--- config.mk ---
export PLATFORM = sky130hd
export DESIGN_NAME = demux_stream_ctrl_flat
export DESIGN_NICKNAME = d
export VERILOG_FILES = /design/src/rtl/demux_stream_ctrl_pkg.sv /design/src/rtl/demux_stream_ctrl_if.sv /design/src/rtl/demux_stream_ctrl_slot.sv /design/src/rtl/demux_stream_ctrl.sv /design/src/flat_wrapper.sv
export SDC_FILE = /design/constraint.sdc
export NUM_CORES = 1
export LEC_CHECK = 0
export CAP_MARGIN = 20
export CELL_PAD_IN_SITES_DETAIL_PLACEMENT = 1
export CELL_PAD_IN_SITES_GLOBAL_PLACEMENT = 1
export CORE_ASPECT_RATIO = 0.6
export CORE_MARGIN = 2
export CORE_UTILIZATION = 38
export CTS_CLUSTER_DIAMETER = 200
export CTS_CLUSTER_SIZE = 14
export DETAILED_ROUTE_END_ITERATION = 6
export PLACE_DENSITY_LB_ADDON = 0.1
export SKIP_LAST_GASP = 1
export SYNTH_ARGS = -nofsm -noshare
export SYNTH_HDL_FRONTEND = slang
export SYNTH_SLANG_ARGS = --single-unit
--- constraint.sdc ---
create_clock -name clk -period 4.5 [get_ports clk]
set_clock_uncertainty 0.05 [all_clocks]
set_input_delay 1.35 -clock clk [delete_from_list [all_inputs] [get_ports clk]]
set_output_delay 1.35 -clock clk [all_outputs]
set_load 0.05 [all_outputs]
--- src/rtl/demux_stream_ctrl_pkg.sv ---
// Shared types for the packet demux controller: FSM encodings and a small
// helper that maps a destination bit to its locked routing state.
package demux_stream_ctrl_pkg;

  typedef enum logic [1:0] {
    ST_IDLE   = 2'd0,
    ST_ROUTE0 = 2'd1,
    ST_ROUTE1 = 2'd2
  } state_t;

  function automatic state_t route_state(input logic dest);
    return dest ? ST_ROUTE1 : ST_ROUTE0;
  endfunction

endpackage

--- src/rtl/demux_stream_ctrl_if.sv ---
// Stream bundle around the demux: one source stream in, two sink streams out.
// Handshake: a word moves on a rising clk edge where valid & ready are both 1;
// a producer holding valid keeps data/last/sel stable until that edge.
interface demux_stream_ctrl_if #(
    parameter int WIDTH = 8
);
    logic             in_valid;
    logic             in_ready;
    logic [WIDTH-1:0] in_data;
    logic             in_sel;
    logic             in_last;

    logic             out0_valid;
    logic             out0_ready;
    logic [WIDTH-1:0] out0_data;
    logic             out0_last;

    logic             out1_valid;
    logic             out1_ready;
    logic [WIDTH-1:0] out1_data;
    logic             out1_last;

    // Environment side: drives the source stream and the sink readies.
    modport master (
        output in_valid, in_data, in_sel, in_last, out0_ready, out1_ready,
        input  in_ready, out0_valid, out0_data, out0_last,
               out1_valid, out1_data, out1_last
    );

    // Controller side.
    modport slave (
        input  in_valid, in_data, in_sel, in_last, out0_ready, out1_ready,
        output in_ready, out0_valid, out0_data, out0_last,
               out1_valid, out1_data, out1_last
    );
endinterface

--- src/rtl/demux_stream_ctrl_slot.sv ---
// One-entry output holding register with its own completed-packet counter.
module demux_slot #(
    parameter int WIDTH = 8,
    parameter int CNT_W = 8
) (
    input  logic             clk,
    input  logic             rst,
    input  logic             load,
    input  logic [WIDTH-1:0] load_data,
    input  logic             load_last,
    input  logic             ready,
    output logic             can_load,
    output logic             valid,
    output logic [WIDTH-1:0] data,
    output logic             last,
    output logic [CNT_W-1:0] pkt_cnt
);
    logic drain;

    assign drain    = valid & ready;
    // A slot that empties on this edge can take the next word on the same edge.
    assign can_load = ~valid | drain;

    always_ff @(posedge clk or posedge rst) begin
        if (rst) begin
            valid   <= 1'b0;
            data    <= '0;
            last    <= 1'b0;
            pkt_cnt <= '0;
        end else begin
            if (load) begin
                valid <= 1'b1;
                data  <= load_data;
                last  <= load_last;
            end else if (drain) begin
                valid <= 1'b0;
            end
            // Uses the word leaving now, not one being reloaded on this edge.
            if (drain && last) begin
                pkt_cnt <= pkt_cnt + 1'b1;
            end
        end
    end
endmodule

--- src/rtl/demux_stream_ctrl.sv ---
// Packet-level 1-to-2 demux controller: locks each packet to one output,
// chosen by in_sel or by round-robin, and never splits a packet.
module demux_stream_ctrl
  import demux_stream_ctrl_pkg::*;
#(
    parameter int WIDTH = 8,
    parameter int CNT_W = 8
) (
    input  logic                clk,
    input  logic                rst,
    input  logic                rr_mode,
    demux_stream_ctrl_if.slave  bus,
    output logic [CNT_W-1:0]    pkt_cnt0,
    output logic [CNT_W-1:0]    pkt_cnt1,
    output state_t              state_dbg
);
    state_t state, state_nxt;
    logic   rr_ptr;
    logic   dest;
    logic   accept;
    logic   can0, can1;
    logic   load0, load1;

    always_comb begin
        dest = 1'b0;
        case (state)
            ST_IDLE:   dest = rr_mode ? rr_ptr : bus.in_sel;
            ST_ROUTE0: dest = 1'b0;
            ST_ROUTE1: dest = 1'b1;
            default:   dest = 1'b0;
        endcase
    end

    assign bus.in_ready = ~rst & (dest ? can1 : can0);
    assign accept       = bus.in_valid & bus.in_ready;

    always_ff @(posedge clk or posedge rst) begin
        if (rst) begin
            state  <= ST_IDLE;
            rr_ptr <= 1'b0;
        end else begin
            state <= state_nxt;
            if (accept && bus.in_last && rr_mode) begin
                rr_ptr <= ~rr_ptr;
            end
        end
    end

    // Only a first beat leaves IDLE; any last beat closes the packet.
    always_comb begin
        state_nxt = state;
        if (state != ST_IDLE && state != ST_ROUTE0 && state != ST_ROUTE1) begin
            state_nxt = ST_IDLE;
        end else if (accept) begin
            if (bus.in_last) begin
                state_nxt = ST_IDLE;
            end else if (state == ST_IDLE) begin
                state_nxt = route_state(dest);
            end
        end
    end

    always_comb begin
        load0     = accept & ~dest;
        load1     = accept & dest;
        state_dbg = state;
    end

    demux_slot #(.WIDTH(WIDTH), .CNT_W(CNT_W)) u_slot0 (
        .clk       (clk),
        .rst       (rst),
        .load      (load0),
        .load_data (bus.in_data),
        .load_last (bus.in_last),
        .ready     (bus.out0_ready),
        .can_load  (can0),
        .valid     (bus.out0_valid),
        .data      (bus.out0_data),
        .last      (bus.out0_last),
        .pkt_cnt   (pkt_cnt0)
    );

    demux_slot #(.WIDTH(WIDTH), .CNT_W(CNT_W)) u_slot1 (
        .clk       (clk),
        .rst       (rst),
        .load      (load1),
        .load_data (bus.in_data),
        .load_last (bus.in_last),
        .ready     (bus.out1_ready),
        .can_load  (can1),
        .valid     (bus.out1_valid),
        .data      (bus.out1_data),
        .last      (bus.out1_last),
        .pkt_cnt   (pkt_cnt1)
    );
endmodule

--- src/flat_wrapper.sv ---
// flat-port wrapper written by rule: the top's interface ports become plain ports
module demux_stream_ctrl_flat import demux_stream_ctrl_pkg::*;
#(
    parameter int WIDTH = 8,
    parameter int CNT_W = 8
)
  (clk, rst, rr_mode, pkt_cnt0, pkt_cnt1, state_dbg, bus_in_valid, bus_in_data, bus_in_sel, bus_in_last, bus_out0_ready, bus_out1_ready, bus_in_ready, bus_out0_valid, bus_out0_data, bus_out0_last, bus_out1_valid, bus_out1_data, bus_out1_last);
  demux_stream_ctrl_if #(.WIDTH(WIDTH)) bus_i ();
  input  logic clk;
  input  logic rst;
  input  logic rr_mode;
  output logic [CNT_W-1:0] pkt_cnt0;
  output logic [CNT_W-1:0] pkt_cnt1;
  output state_t state_dbg;
  input wire logic [$bits(bus_i.in_valid)-1:0] bus_in_valid;
  input wire logic [$bits(bus_i.in_data)-1:0] bus_in_data;
  input wire logic [$bits(bus_i.in_sel)-1:0] bus_in_sel;
  input wire logic [$bits(bus_i.in_last)-1:0] bus_in_last;
  input wire logic [$bits(bus_i.out0_ready)-1:0] bus_out0_ready;
  input wire logic [$bits(bus_i.out1_ready)-1:0] bus_out1_ready;
  output wire logic [$bits(bus_i.in_ready)-1:0] bus_in_ready;
  output wire logic [$bits(bus_i.out0_valid)-1:0] bus_out0_valid;
  output wire logic [$bits(bus_i.out0_data)-1:0] bus_out0_data;
  output wire logic [$bits(bus_i.out0_last)-1:0] bus_out0_last;
  output wire logic [$bits(bus_i.out1_valid)-1:0] bus_out1_valid;
  output wire logic [$bits(bus_i.out1_data)-1:0] bus_out1_data;
  output wire logic [$bits(bus_i.out1_last)-1:0] bus_out1_last;
  assign bus_i.in_valid = bus_in_valid;
  assign bus_i.in_data = bus_in_data;
  assign bus_i.in_sel = bus_in_sel;
  assign bus_i.in_last = bus_in_last;
  assign bus_i.out0_ready = bus_out0_ready;
  assign bus_i.out1_ready = bus_out1_ready;
  assign bus_in_ready = bus_i.in_ready;
  assign bus_out0_valid = bus_i.out0_valid;
  assign bus_out0_data = bus_i.out0_data;
  assign bus_out0_last = bus_i.out0_last;
  assign bus_out1_valid = bus_i.out1_valid;
  assign bus_out1_data = bus_i.out1_data;
  assign bus_out1_last = bus_i.out1_last;
  demux_stream_ctrl #(.WIDTH(WIDTH), .CNT_W(CNT_W)) u_core (.clk(clk), .rst(rst), .rr_mode(rr_mode), .bus(bus_i), .pkt_cnt0(pkt_cnt0), .pkt_cnt1(pkt_cnt1), .state_dbg(state_dbg));
endmodule
* Word-level counts from Yosys, hierarchy flattened
Cells that the tools add are included.
** Cells by class
- Add/sub/neg operators :: 2
- Equal/unequal tests :: 3
- Mux-type cells :: 12
- Bitwise logic cells :: 13
- Reductions and logical operators :: 13
** Operators with widths (count)
- $add A8 B1 Y8 const B :: 2
- $mux W2 :: 5
- $reduce_bool A2 Y1 :: 4
- $and A1 B1 Y1 :: 6
- $logic_and A1 B1 Y1 :: 6
- $mux W1 :: 6
- $not A1 Y1 :: 5
- $reduce_bool A3 Y1 :: 1
- $eq A2 B2 Y1 const B :: 1
- $logic_not A2 Y1 :: 1
- $ne A2 B1 Y1 const B :: 1
- $ne A2 B2 Y1 const B :: 1
- $or A1 B1 Y1 :: 2
- $pmux W1 S2 :: 1
- $reduce_and A2 Y1 :: 1
** Word-level totals
- Flip-flop bits (word level) :: 39
- Input port bits :: 16
- Output and inout bits :: 39
- Logic and storage cells :: 53

* Logic depth before layout (Yosys ltp)
- Word-level depth :: 7
- Depth in mapped cells :: 5
- Gate-level depth less buffers :: 5

* Cells and area by module
From an unflattened synthesis, not the netlist that was laid out.
** Unflattened totals
- Cells, all modules :: 129
- Area, all modules :: 1669.1 um^2
** Modules (own cells, without submodules)
- demux_slot :: times used 2, cells each 53, area an instance 732.0 um^2
- demux_stream_ctrl :: times used 1, cells each 23, area an instance 205.2 um^2

* Worst setup path after synthesis
No wires, ideal clock.
- Path kind :: input port to output port
- Start :: input rst
- End :: output bus_in_ready
- Arrival time :: 2.731 ns
- Required time :: 3.100 ns
- Path slack :: 0.369 ns
- Cell stages on the path :: 2
- Path through :: inv_1 and2_1
** On the way
- Longest elaborated chain between the ends :: 2
** RTL lines
- start: declaration :: RTL line flat_wrapper.sv:10 : input logic rst;
- $not A1 Y1 :: RTL line demux_stream_ctrl.sv:34 : assign bus.in_ready = ~rst & (dest ? can1 : can0);
- $and A1 B1 Y1 :: RTL line demux_stream_ctrl.sv:34
- end: declaration :: RTL line flat_wrapper.sv:21 : output wire logic [$bits(bus_i.in_ready)-1:0] bus_in_ready;
No other way between the ends.

* Worst setup path in the final report
- Start :: input rr_mode
- End :: output bus_in_ready
** On the way
- Longest elaborated chain between the ends :: 4
** RTL lines
- start: declaration :: RTL line flat_wrapper.sv:11 : input logic rr_mode;
- $mux W1 :: RTL line demux_stream_ctrl.sv:27 : ST_IDLE: dest = rr_mode ? rr_ptr : bus.in_sel;
- $pmux W1 S2 :: RTL line demux_stream_ctrl.sv:26 : case (state)
- $mux W1 :: RTL line demux_stream_ctrl.sv:34
- $and A1 B1 Y1 :: RTL line demux_stream_ctrl.sv:34
No other way between the ends.

==> flow_metrics.tcl <==
set metrics [dict create \
    cts_num_sinks 39 \
    dr.pass1.iters 3 \
    fin_tns_setup_ps 0 \
    ir_drop_v 0.000295 \
    worstSkewPairLatency_ps 290 \
    crit_fanout 4 \
    critPathBufInv 2 \
    antenna_found_initial 0 \
    relSlewSlack_pct 38.7 \
    hold_buffers 0 \
    areaGrowthSynthToFinish_pct 44.2 \
    grtUsageTotal_pct 16.1 \
    die_y_um 54.9 \
    yosysTopAreaCellShare_pct 59.5 \
    power_switching_w 0.000807 \
    syn_nets 138 \
    ys_ff_latch 39 \
    drc_errors 0 \
    fin_crit_sh_pct 97.5 \
    worst_pin_slew_ps 919 \
    start_util_pct 39.8 \
    io-pin-count 55 \
    die_x_um 88.8 \
    grt_max_degree 40 \
    maxSlewViolCount 0 \
    fmax_mhz 228 \
    finalSetupViolations 0 \
    critPathKind "input port to primary output" \
    core-area_um2 4120 \
    cts_setup_buffers 0 \
    p_int_w 0.000945 \
    cts_resized 0 \
    p_leak_nw 0.989 \
    finalHoldViolCount 0 \
    synth_area_um2 1640 \
    wl_per_cell_um 14.8 \
    crit_arrival_ps 2990 \
    dpl.hpwl_um 2780 \
    synth_top_area_cell "dfrtp_1" \
    wirelength_um 3590 \
    synth_area_leaders "dfrtp_1 59%, mux2_2 8.2%, mux2_1 5.5%, xnor2_1 4.8%, xor2_1 3.2%" \
    via_per_inst 4.78 \
    p_seq_share_pct 32.8 \
    cts-root-buf "clkbuf_8" \
    num_rows 18 \
    hp-class "flop to flop" \
    ys_seq_area_share_pct 59.5 \
    n_antenna_cell 0 \
    rsz0062_at_grt "no" \
    synth_edf_count 0 \
    grt_pass1_wl_um 5600 \
    cts_buffers 5 \
    powerDensity_nw_per_um2 740 \
    yosysMostFrequentCell "dfrtp_1" \
    start_kind "input port" \
    p_comb_share_pct 52.4 \
    path_delay_family "buffers and inverters" \
    clock_power_share_pct 14.8 \
    max_cap_viol_count 0 \
    crit_path_cell_trace "clkdlybuf4s50_1 -> mux2i_2 -> a21oi_2 -> o21a_1 -> and2_1 -> buf_12" \
    fin_nets 199 \
    grt_pass1_vias 1149 \
    floorplan.die_area_um2 4880 \
    async_flop_share_pct 100 \
    clk_pin_slew_ps 80 \
    drt-initial-drc-count 19 \
    io_buffer_count 54 \
    total_power_w 0.00175 \
    synth_flop_cell "dfrtp_1" \
    syn_avg_cell_area_um2 13.7 \
    endpoint_kind "primary output" \
    status "completed" \
    ant_nets 0 \
    slowest_delay_ps 500 \
    vias 1156 \
    period_minus_slack_ps 4390 \
    ys_types 28 \
    cp_slowest_cell "clkdlybuf4s50_1" \
    yosys_warnings 0 \
    gp_congestion 0.792 \
    drive_above_1_share_pct 14.8 \
    synth_commonest_cells "39 x dfrtp_1, 12 x mux2_2, 9 x xnor2_1" \
    cts_tree "yes" \
    h-tree-depth 2 \
    clock_path_buffers 2 \
    syn_inst 120 \
    grt-ovfl-total 0 \
    critPathRequiredTime_ps 3100 \
    p_sw_share_pct 46.0 \
]
-- metal layers --
layer | track usage, % | part of all wire [%] | vias to the layer above | wire length, um
met4 | 6.06 | 0.61 | 0 | 22
met3 | 4.60 | 5.3 | 3 | 189
met5 | 0 | 0 | - | 0
met2 | 26.2 | 48 | 35 | 1720
li1 | - | - | 545 | -
met1 | 20.7 | 46 | 573 | 1650
-- final timing paths --
kind	startpoint	to	slack, ps	cells past startpoint
max	rr_mode	bus_in_ready	110	6
min	u_core.u_slot1.pkt_cnt[7]	u_core.u_slot1.pkt_cnt[7]	420	1
max reg2reg	u_core.u_slot1.valid	u_core.u_slot1.data[0]	2470	3
min reg2reg	u_core.u_slot1.pkt_cnt[7]	u_core.u_slot1.pkt_cnt[7]	420	1
max in group asynchronous	rst	u_core.u_slot1.data[7]	2560	3
min in group asynchronous	rst	u_core.u_slot0.data[0]	1500	3
-- worst reg2reg max path: cells and delay by family, from the launching register on --
kind            cells  cell delay, ps
simple gates        1             180
compound gates      1             850
mux                 1             410
flops               1             420
-- cells in the final DEF (no fill, tap or decap), drive strengths merged, types with 2 or more instances in the layout --
cell           instances
nand2b                 3
dfrtp                 39
nand2                  5
clkdlybuf4s50         53
xnor2                  9
clkbuf                 7
buf                    2
a311oi                 2
nor2b                  2
ha                     2
xor2                   6
mux2                  20
inv                    2
nor3                   2
nand3                  8
nand4                  2
nor2                   6
-- layout make-up --
cell class	instances	area [um2]
Tap cell	60	75.1
Fill cell	422	1760
Multi-Input combinational cell	78	646
Sequential cell	39	976
Inverter	2	7.51
Timing Repair Buffer	55	558
Clock inverter	1	7.51
Clock buffer	7	96.3
-- registers in the layout, indices dropped and copies added (netlist names) --
| name | flops |
|---|---|
| u_core.u_slot0.data | 8 |
| u_core.u_slot1.pkt_cnt | 8 |
| u_core.u_slot0.valid | 1 |
| u_core.u_slot1.valid | 1 |
| u_core.u_slot1.data | 8 |
| u_core.state_dbg | 2 |
| u_core.u_slot0.last | 1 |
| u_core.rr_ptr | 1 |
| u_core.u_slot0.pkt_cnt | 8 |
| u_core.u_slot1.last | 1 |
-- through the flow --
stage	cells	utilization (%)	hold WS (ps)	worst slack (ps)	cell area [um2]
after CTS	242	57.4	430	93.0	2370
after global routing	242	57.4	465	42.8	2370
after floorplan	120	-	415	369	1640
final	242	57.4	423	111	2370
after detailed placement	234	54.9	419	112	2260
after global placement	234	54.9	409	183	2260
-- logic make-up after synthesis --
| group | after synthesis | synth area share, % |
|---|---|---|
| AOI/OAI and AO/OA | 9 | 5.42 |
| xor gates and xnor gates | 15 | 8.01 |
| adders and majority gates | 2 | 1.53 |
| buffers and inverters | 3 | 1.14 |
| DFF | 39 | 59.5 |
| muxes | 21 | 14.6 |
| and+or+nand+nor | 31 | 9.84 |
-- power by group through the flow --
stage	Sequential, W	Combinational [W]	Clock (W)
detailed placement	0.000585	0.000927	0
floorplan	0.000997	0.000186	0
global placement	0.000575	0.000909	0
CTS	0.000578	0.000929	0.000271
global route	0.000595	0.000958	0.000290
finish	0.000575	0.000917	0.000260
Note: power is estimated with default switching activity, not from simulation.
